[src/rtl/spram_burst_ctrl.sv]
// Burst master for one single-port RAM with a 1-cycle registered read port.
// Command, write and read streams become RAM cycles; a 2-entry buffer hides the read latency.
module spram_burst_ctrl #(
  parameter int AWIDTH    = 11,
  parameter int NUM_WORDS = 2048,
  parameter int DWIDTH    = 60
) (
  input  logic              clk,
  input  logic              reset,
  input  logic              cmd_valid,
  output logic              cmd_ready,
  input  logic              cmd_write,
  input  logic [AWIDTH-1:0] cmd_addr,
  input  logic [AWIDTH:0]   cmd_len,
  input  logic              wr_valid,
  output logic              wr_ready,
  input  logic [DWIDTH-1:0] wr_data,
  output logic              rd_valid,
  input  logic              rd_ready,
  output logic [DWIDTH-1:0] rd_data,
  output logic              done,
  output logic [AWIDTH-1:0] mem_address,
  output logic              mem_wren,
  output logic [DWIDTH-1:0] mem_data,
  input  logic [DWIDTH-1:0] mem_out
);

  typedef enum logic [1:0] {IDLE, WRITE, READ, DRAIN} state_t;

  state_t            state;
  logic [AWIDTH-1:0] cur_addr;
  logic [AWIDTH:0]   remaining;
  logic              inflight;
  logic [1:0]        count;
  logic              wr_ptr;
  logic              rd_ptr;
  logic [DWIDTH-1:0] fifo_q [2];

  logic              pop;
  logic              issue;
  logic [2:0]        occ;

  function automatic logic [AWIDTH-1:0] next_addr(input logic [AWIDTH-1:0] a);
    return (a == AWIDTH'(NUM_WORDS - 1)) ? '0 : a + AWIDTH'(1);
  endfunction

  assign cmd_ready   = (state == IDLE) && !reset;
  assign wr_ready    = (state == WRITE) && !reset;
  assign mem_wren    = (state == WRITE) && wr_valid && !reset;
  assign mem_address = cur_addr;
  assign mem_data    = wr_data;

  assign rd_valid = (count != 2'd0);
  assign rd_data  = fifo_q[rd_ptr];
  assign pop      = rd_valid && rd_ready;

  // A read may only be issued if its word is guaranteed a buffer slot when it lands.
  assign occ   = 3'(count) + 3'(inflight) - 3'(pop);
  assign issue = (state == READ) && (occ < 3'd2);

  always_ff @(posedge clk) begin
    if (reset) begin
      state     <= IDLE;
      cur_addr  <= '0;
      remaining <= '0;
      inflight  <= 1'b0;
      count     <= 2'd0;
      wr_ptr    <= 1'b0;
      rd_ptr    <= 1'b0;
      done      <= 1'b0;
    end else begin
      done     <= 1'b0;
      inflight <= issue;
      count    <= count + 2'(inflight) - 2'(pop);
      if (inflight) wr_ptr <= ~wr_ptr;
      if (pop)      rd_ptr <= ~rd_ptr;

      case (state)
        IDLE: begin
          if (cmd_valid) begin
            cur_addr  <= cmd_addr;
            remaining <= cmd_len;
            if (cmd_len == '0)  done  <= 1'b1;
            else if (cmd_write) state <= WRITE;
            else                state <= READ;
          end
        end
        WRITE: begin
          if (mem_wren) begin
            cur_addr  <= next_addr(cur_addr);
            remaining <= remaining - (AWIDTH+1)'(1);
            if (remaining == (AWIDTH+1)'(1)) begin
              state <= IDLE;
              done  <= 1'b1;
            end
          end
        end
        READ: begin
          if (issue) begin
            cur_addr  <= next_addr(cur_addr);
            remaining <= remaining - (AWIDTH+1)'(1);
            if (remaining == (AWIDTH+1)'(1)) state <= DRAIN;
          end
        end
        DRAIN: begin
          // Final word is leaving the buffer and nothing else is pending.
          if (pop && (count == 2'd1) && !inflight) begin
            state <= IDLE;
            done  <= 1'b1;
          end
        end
        default: state <= IDLE;
      endcase
    end
  end

  // RAM output is taken only in the cycle after an issued read.
  always_ff @(posedge clk) begin
    if (inflight) fifo_q[wr_ptr] <= mem_out;
  end

endmodule

[config.mk]
export PLATFORM = sky130hd
export DESIGN_NAME = spram_burst_ctrl
export DESIGN_NICKNAME = d
export VERILOG_FILES = /design/src/rtl/spram_burst_ctrl.sv
export SDC_FILE = /design/constraint.sdc
export NUM_CORES = 1
export LEC_CHECK = 0
export CAP_MARGIN = 25
export CORE_UTILIZATION = 43
export CTS_CLUSTER_SIZE = 14
export DETAILED_ROUTE_END_ITERATION = 12
export PLACE_DENSITY = 0.81
export SLEW_MARGIN = 30
export SYNTH_ARGS = -nofsm -noshare
export SYNTH_HDL_FRONTEND = slang
export SYNTH_SLANG_ARGS = --single-unit
[constraint.sdc]
create_clock -name clk -period 4.5 [get_ports clk]
set_input_delay 0.45 -clock clk [delete_from_list [all_inputs] [get_ports clk]]
set_output_delay 0.45 -clock clk [all_outputs]
set_load 0.05 [all_outputs]
# Word level (Yosys, flattened, before mapping)
# Memory sizes are Yosys's and may differ from the RTL's. A register that Yosys moved wholly into a read port is not among the register bits.
# Cells that the tools add are included.
word_totals:
  register_bits: 31
  ramBits: 120
  output_inout_bits: 136
  elab_cells: 75
  mem_count: 1
op_classes:
  add_sub_neg: 6
  order_cmp: 1
  eq_ne: 13
  mux: 28
  n_bitwise: 2
  n_reduce_logical: 16
mem_list:
  columns: ["name", "words", "width", "rd", "rd_ports_with_merged_regs", "wr", "line", "text"]
  rows:
  - ["fifo_q", 2, 60, 1, 1, 1, "37", "logic [DWIDTH-1:0] fifo_q [2];"]
ops:
  columns: ["operator", "count"]
  rows:
  - ["$mux W11", 4]
  - ["$mux W12", 3]
  - ["$pmux W12 S3", 1]
  - ["$pmux W11 S3", 1]
  - ["$mux W2", 8]
  - ["$eq A12 B1 Y1 const B", 1]
  - ["$logic_not A12 Y1", 1]
  - ["$sub A12 B1 Y12 const B", 1]
  - ["$add A11 B1 Y11 const B", 1]
  - ["$eq A11 B11 Y1 const B", 1]
  - ["$ne A2 B2 Y1 const B", 5]
  - ["$mux W1", 9]
  - ["$logic_and A1 B1 Y1", 8]
  - ["$pmux W2 S4", 1]
  - ["$reduce_and A7 Y1", 1]
  - ["$eq A2 B1 Y1 const B", 2]
  - ["$eq A2 B2 Y1 const B", 2]
  - ["$ne A2 B1 Y1 const B", 2]
  - ["$reduce_and A4 Y1", 1]
  - ["$add A2 B1 Y3", 1]
  - ["$lt A3 B2 Y1 const B", 1]
  - ["$pmux W1 S3", 1]
  - ["$reduce_bool A3 Y1", 1]
  - ["$sub A3 B1 Y3", 1]
  - ["6 further kinds", 8]

# Longest topological paths before layout
# Gate-level depths: netlist of run 1.
depth:
  depth_word: 7
  ltp_mapped: 12
  depth_no_buf: 10

# Worst setup path after synthesis of run 1
# No wires, ideal clock.
synth_timing:
  path_kind: "register -> register"
  start: "reg inflight"
  end: "mem fifo_q[0][0], enable pin"
  arrival_ns: 3.068
  required_ns: 4.015
  setup_slack_ns: 0.947
  stages_incl_launch_ff: 2
  n_path_buf: 0
  period_less_slack_ns: 3.553
  path_cell_list: "dfxtp_1 nor2b_1"
synth_via:
  elab_chain_cells: 2
synth_lines:
  columns: ["element", "line", "text"]
  rows:
  - ["start: declaration", "33", "logic inflight;"]
  - ["start signal: assignment", "73", "inflight <= issue;"]
  - ["$mux W1", "119", "if (inflight) fifo_q[wr_ptr] <= mem_out;"]
  - ["$mux W1 (implied by the code)", "119", null]
  - ["end: declaration", "37", null]
# Every way passes these cells.

==> impl_results.md, run 1 <==
- Hold EP: remaining[11]
- Main synth FF type: edfxtp_1
- Cell chain of the critical path: buf_4 > mux2_2 > clkdlybuf4s50_1
- TritonCTS clock tree: yes
- Max_cap viols: 0
- Clock Path Buffers: 2
- Final ANT Viol Nets: 0
- Synth cell types: 52
- Reg-to-Reg Start: count[0]
- H-Tree Depth: 4
- WL final: 15400 µm
- Hold buffers post-CTS: 0
- Fin. max-slew vios: 0
- Mapped Area: 6800 µm²
- Critical path required time: 4.05 ns
- Critical path capture point type: primary output
- Area growth syn-to-layout: 30.2%
- FFs w/ async S/R, synth: 0%
- Layout Skew: 0.0160 ns
- CTS buffer count: 17
- Busiest grt layer: met2
- Final setup fails: 0
- Post-CTS setup buffer count: 0
- Grt met1 use: 20.4%
- Setup_tns: 0 ns
- Port bufs: ~160
- Worst R2R Setup Slack: 1.64 ns
- Layout cells sized above 1: 17.4%
- DP HPWL: 11000 µm
- Worst-case reg-to-reg path depth: 10
- Commonest cells in the netlist: edfxtp_1 (120), buf_4 (60), mux2_2 (60)
- Post-cts resize count: 0
- Peak supply drop: 0.000392 V
- Final cycle utilization of the critical path: 66.7%
- Fmax: 333 MHz
- Mean routed wirelength per cell: 18.1 µm
- Die width: 128 µm
- Crit path arrival time: approximately 2.6 ns
- Post-synthesis sequential area ratio: 62.4%
- Initial antenna violation count: 0
- Hold WS: 0.497 ns
- Mapped Cells: 514
- N_diodes: 0
- Status: completed
- Clock Pin Slew Worst Setup and Hold Paths: 0.07 ns
- Die Y-Extent: 128 µm
- Final nets: a little under 800
- Max-Slew Margin vs Limit: 45.6%
- Non-Filler Instances: approximately 850
- Actual slew at the worst max-slew pin: 0.816 ns
- Critical path buffers and inverters: 2
- Pwr/cell area: 613 nW/µm²
- Min cycle time layout: 3.00 ns
- Flops & latches, synth: 152
- Synth Warn #: 0
- Min-delay worst type: reg -> reg
- Routed vias: 4437
- EDFF count, synth: 120
- Setup repair after global routing missed its margin: false
- Inst Count DP: 817
- Most frequent cell after synthesis: edfxtp_1
- Top Ports: 285
- Post-Syn Nets: between 600 and 700
- Gr ovfl total: 0
- GR Layer Usage met2: 33.3%
- First-pass GRT wire length: 23200 µm
- Largest net degree at the start of global routing: 40
- CTS sink count: 152
- Final Hold Fails: 0
- GP Congestion: ~0.84
- Vias per cell: 5.23
- Hold Path Cell Cnt: 2
- HP Start: remaining[11]
- GR Layer Usage met3: 7.80%
- Placement Rows: 45
- Reg-to-Reg End: remaining[7]
- CP max FO: 25
- CP max-delay cell: clkdlybuf4s50_1
- Number of global-route vias before repair: around 4400
- Static leakage: 2.97 nW
- Clock root buffer: clkbuf_16
- Insertion delay to the later sink of the worst-skew pair: 0.43 ns
- Setup CP Type: reg -> out
- Drt first-iter violations: 239
- Top cells by area, synth: edfxtp_1 (53%), mux2_2 (9.9%), dfxtp_1 (9.4%), buf_4 (6.6%), a21oi_1 (2.3%)
- Post-synth top area share: between 50 and 60%
- Synth area leader: edfxtp_1
- Full die area: 16300 µm²
- CP startpoint kind: register
- Total track usage: 18.9%
- Residual DRC: 0
- Crit path max-delay family: buffers and inverters
- Initial core utilization: 44.4%
- CP max stage delay: 0.73 ns
- Core area: 15300 µm²
- Avg Inst Size Synth: approximately 13 µm²
- DRT Pass-1 Iters: 4
-- report_power, final --
group          internal (mW)  switching [mW]  total, mW
logic                  0.821            1.38       2.20
clock network          0.726           0.606       1.33
registers               1.73           0.170       1.90
-- worst max-delay path by stage --
stage                     startpoint        endpoint  slack [ns]  depth (start not counted)
final                       register     rd_data[15]        1.50                          3
after global routing        rd_ready    remaining[7]        1.31                         10
after CTS                   register     rd_data[15]        1.48                          3
after detailed placement    rd_ready    remaining[7]        1.12                         10
after global placement      rd_ready  mem_address[6]        1.22                         10
after floorplan             inflight    fifo_q[0][0]        0.95                          1
-- tightest hold or removal path: cells and delay by family (launching register included) --
family / cells / cell delay [ns]
AOI/OAI and AO/OA: 2 / 0.13
DFF: 1 / 0.32
-- cell type report --
| type | count | area, µm² |
|---|---|---|
| repair buffers | 173 | 1750 |
| clock buffers | 17 | 425 |
| multi-input cells | 268 | 1990 |
| inverters | 13 | 48.8 |
| fillers | 1220 | 6460 |
| clock inverters | 15 | 136 |
| well taps | 211 | 264 |
| flip-flops and latches | 152 | 4250 |
-- registers in the layout, summed over array words and instances (netlist names), named ones only --
name and count:
fifo_q 120, wr_ptr 1, remaining 12, state 2
rd_ptr 1, mem_address 11, inflight 1, done 1
count 2
-- through the flow --
stage	setup slack, ns	utilization, %	power, mW	area (µm²)
6_report	1.50	57.8	5.43	8850
3_3_place_gp	1.22	53.8	4.00	8240
4_1_cts	1.48	57.8	5.44	8850
2_1_floorplan	0.947	-	3.60	6800
3_5_place_dp	1.12	54.1	4.10	8290
5_1_grt	1.31	57.8	5.69	8850
-- cell usage in the layout, fill, tap and decap left out, drive strengths merged, types with 2 or more instances in the layout --
cell / n
o21ai: 24
nor2b: 15
xnor2: 2
o211ai: 3
and2: 3
nand4: 4
nor4: 5
o31ai: 5
inv: 19
nor3: 9
nor4b: 2
clkbuf: 17
nand2: 28
buf: 9
or4: 3
o2bb2ai: 3
and3: 2
clkinv: 5
ha: 9
clkdlybuf4s50: 164
a211oi: 5
a21oi: 31
mux2i: 3
mux2: 62
clkinvlp: 4
edfxtp: 120
or2: 2
nand3: 5
a31oi: 3
a22oi: 2
dfxtp: 32
nor2: 20
nand2b: 4
o21a: 2
-- kinds of logic (layout without fill, tap and decap cells) --
logic type	after synthesis	after routing	synth area share (%)
xor+xnor	3	3	0.386
flops	152	152	62.4
compound gates	85	85	7.45
mux	65	65	10.7
simple gates	105	105	8.56
buf+inv	94	218	8.54
fa+ha+maj	10	10	1.95
-- routing by layer --
layer / wire length, µm / share of wire (%) / vias up
li1: - / - / 2056
met1: 5770 / 37 / 2113
met2: 7840 / 51 / 239
met3: 1500 / 9.8 / 29
met4: 276 / 1.8 / 0
met5: 0 / 0 / -
No activity file was read; power rests on OpenSTA's default activity.
==> inputs of run 2 (changes only) <==
Settings changed: CORE_UTILIZATION 43 to 39, PLACE_DENSITY 0.81 to 0.77.
Clock period 4.5 ns to 2.4 ns, I/O delays scaled along.
==> run 2 against run 1 <==
Against the previous run:
- hold slack got worse by 0.10 ns
- sequential share of layout area shrank 1.7 points
- critical path depth up 10
- final cell count rose by 2.7%
- setup slack got worse by 1.4 ns
- largest cell class unchanged
==> impl_results.md, run 2 (same netlist as run 1, synthesis figures left out) <==
- Layout Skew: 0.00968 ns (was 0.0160 ns)
- Actual slew at the worst max-slew pin: 0.564 ns (was 0.816 ns)
- N_diodes: 0 (unchanged)
- Number of global-route vias before repair: 4548 (was 4413)
- CP startpoint kind: register (unchanged)
- Final setup fails: 0 (unchanged)
- Largest net degree at the start of global routing: 61 (was 40)
- CP max FO: 7 (was 25)
- CP max-delay cell: fa_2 (was clkdlybuf4s50_1)
- Final ANT Viol Nets: 0 (unchanged)
- Fin. max-slew vios: 0 (unchanged)
- Residual DRC: 0 (unchanged)
- Drt first-iter violations: 381 (was 239)
- Setup repair after global routing missed its margin: true (was false)
- Top Ports: 285 (unchanged)
- DRT Pass-1 Iters: 5 (was 4)
- Final Hold Fails: 0 (unchanged)
- Power consumption: 11.2 mW (was 5.43 mW)
- Most frequent cells in the layout: edfxtp_1 (120), clkdlybuf4s50_1 (109), mux2_2 (60) (was clkdlybuf4s50_1 (164), edfxtp_1 (120), mux2_2 (60))
- Final cycle utilization of the critical path: a little over nine tenths
- Full die area: 18000 µm² (was 16300 µm²)
- DP HPWL: 11300 µm (was 11000 µm)
- Setup WS post-layout: 0.0782 ns (was 1.50 ns)
- Core area: 16800 µm² (was 15300 µm²)
- Critical path required time: 2.74 ns (was 4.05 ns)
- Area growth syn-to-layout: 35.0% (was 30.2%)
- Gr ovfl total: 0 (unchanged)
- Clock root buffer: clkbuf_16 (unchanged)
- Peak supply drop: 0.000739 V (was 0.000392 V)
- Clock Path Buffers: 2 (unchanged)
- Register with the most flip-flops: fifo_q (unchanged)
- Initial antenna violation count: 0 (unchanged)
- CP max stage delay: 0.39 ns (was 0.73 ns)
- Fin util: 54.6% (was 57.8%)
- Hold WS: 0.397 ns (was 0.497 ns)
- Cell chain of the critical path: inv_2 > nand3_2 > o21ai_2 > ha_2 > fa_2 > xnor2_2 > o21ai_2 > buf_6 > buf_6 > and2_4 > buf_8 > o21ai_1 > a21oi_1 (was buf_4 > mux2_2 > clkdlybuf4s50_1)
- Die width: 134 µm (was 128 µm)
- Static leakage: 3.22 nW (was 2.97 nW)
- Min-delay worst type: in -> reg (was reg -> reg)
- Status: completed (unchanged)
- Placement Rows: 47 (was 45)
- Inst Count DP: 836 (was 817)
- Setup_tns: 0 ns (unchanged)
- Max-Slew Margin vs Limit: 62.5% (was 45.6%)
- Insertion delay to the later sink of the worst-skew pair: 0.42 ns (was 0.43 ns)
- Fmax: 431 MHz
- Pwr/cell area: 1220 nW/µm² (was 613 nW/µm²)
- WL final: 16600 µm (was 15400 µm)
- Largest register FFs: 120 (unchanged)
- Design Area, Final: 9180 µm² (was 8850 µm²)
- Setup CP Type: reg -> reg (was reg -> out)
- Final nets: 798 (was 784)
- CTS buffer count: 17 (unchanged)
- Vias per cell: 5.25 (was 5.23)
- Layout cells sized above 1: 23.8% (was 17.4%)
- Crit path arrival time: 2.66 ns (was 2.55 ns)
- Non-Filler Instances: 872 (was 849)
- Hold Path Cell Cnt: 1 (was 2)
- Commonest non-fill, non-tap cell in the layout: edfxtp_1 (was clkdlybuf4s50_1)
- Critical path capture point type: register (was primary output)
- GP Congestion: 0.928 (was 0.837)
- Total track usage: 18.3% (was 18.9%)
- Placement Cell Area: 8400 µm² (was 8290 µm²)
- CTS sink count: 152 (unchanged)
- Fill count: 1367 (was 1220)
- First-pass GRT wire length: 24900 µm (was 23200 µm)
- Routed vias: 4581 (was 4437)
- Setup WS pre-CTS: -0.412 ns (was 1.12 ns)
- Port bufs: 164 (unchanged)
- TritonCTS clock tree: yes (unchanged)
- Worst-case reg-to-reg path depth: 13 (was 10)
- Mean routed wirelength per cell: 19.1 µm (was 18.1 µm)
- Die Y-Extent: 134 µm (was 128 µm)
- Min cycle time layout: between 2 and 2.5 ns
- Initial core utilization: 40.4% (was 44.4%)
- Max_cap viols: 0 (unchanged)
- H-Tree Depth: 4 (unchanged)
- Clock Pin Slew Worst Setup and Hold Paths: 0.07 ns (about the same)
## run 2: path summary, 6_finish.rpt
path	start	endpoint	slack, ns
max	count[0]	remaining[11]	0.08
min	mem_out[48]	fifo_q[0][48]	0.40
min reg2reg	remaining[5]	remaining[5]	0.50
max reg2reg	count[0]	remaining[11]	0.08
## run 2: timing repair
item / in CTS / in global routing
pin swaps: 0 / 10
setup buffers: 0 / 0
setup endpoints to repair: 58 / 26
resized for setup: 50 / 33
cloned: 1 / 3
hold buffers: 0 / 0
## run 2: layer usage
metal	up-vias	GRT usage [%]	share of wire [%]	routed length (µm)
met5	-	0	0	0
met1	2175	21.5	40	6600
met2	253	30.9	49	8120
li1	2102	-	-	-
met3	51	5.22	8.2	1370
met4	0	8.43	3.2	536
## run 2: cell type report
class	count	area, µm²	area share, %
clock buffers	17	425	4.63
clock inverters	15	188	2.04
inverters	13	48.8	0.532
multi-input cells	268	2080	22.7
flip-flops and latches	152	4250	46.3
well taps	220	275	3.00
repair buffers	187	1920	20.9
## run 2: critical path, delay by kind of cell, from the launching register on
family / cells / cell delay, ns
adder cells (fa/ha/maj): 2 / 0.57
AO/OA/AOI/OAI: 4 / 0.47
buffers and inverters: 4 / 0.43
flip-flops: 1 / 0.33
AND/OR/NAND/NOR: 2 / 0.27
XOR/XNOR: 1 / 0.17
## run 2: where the power goes
part / internal, mW / switching (mW)
Clock: 1.58 / 1.14
Combinational: 2.02 / 2.88
Sequential: 3.24 / 0.322
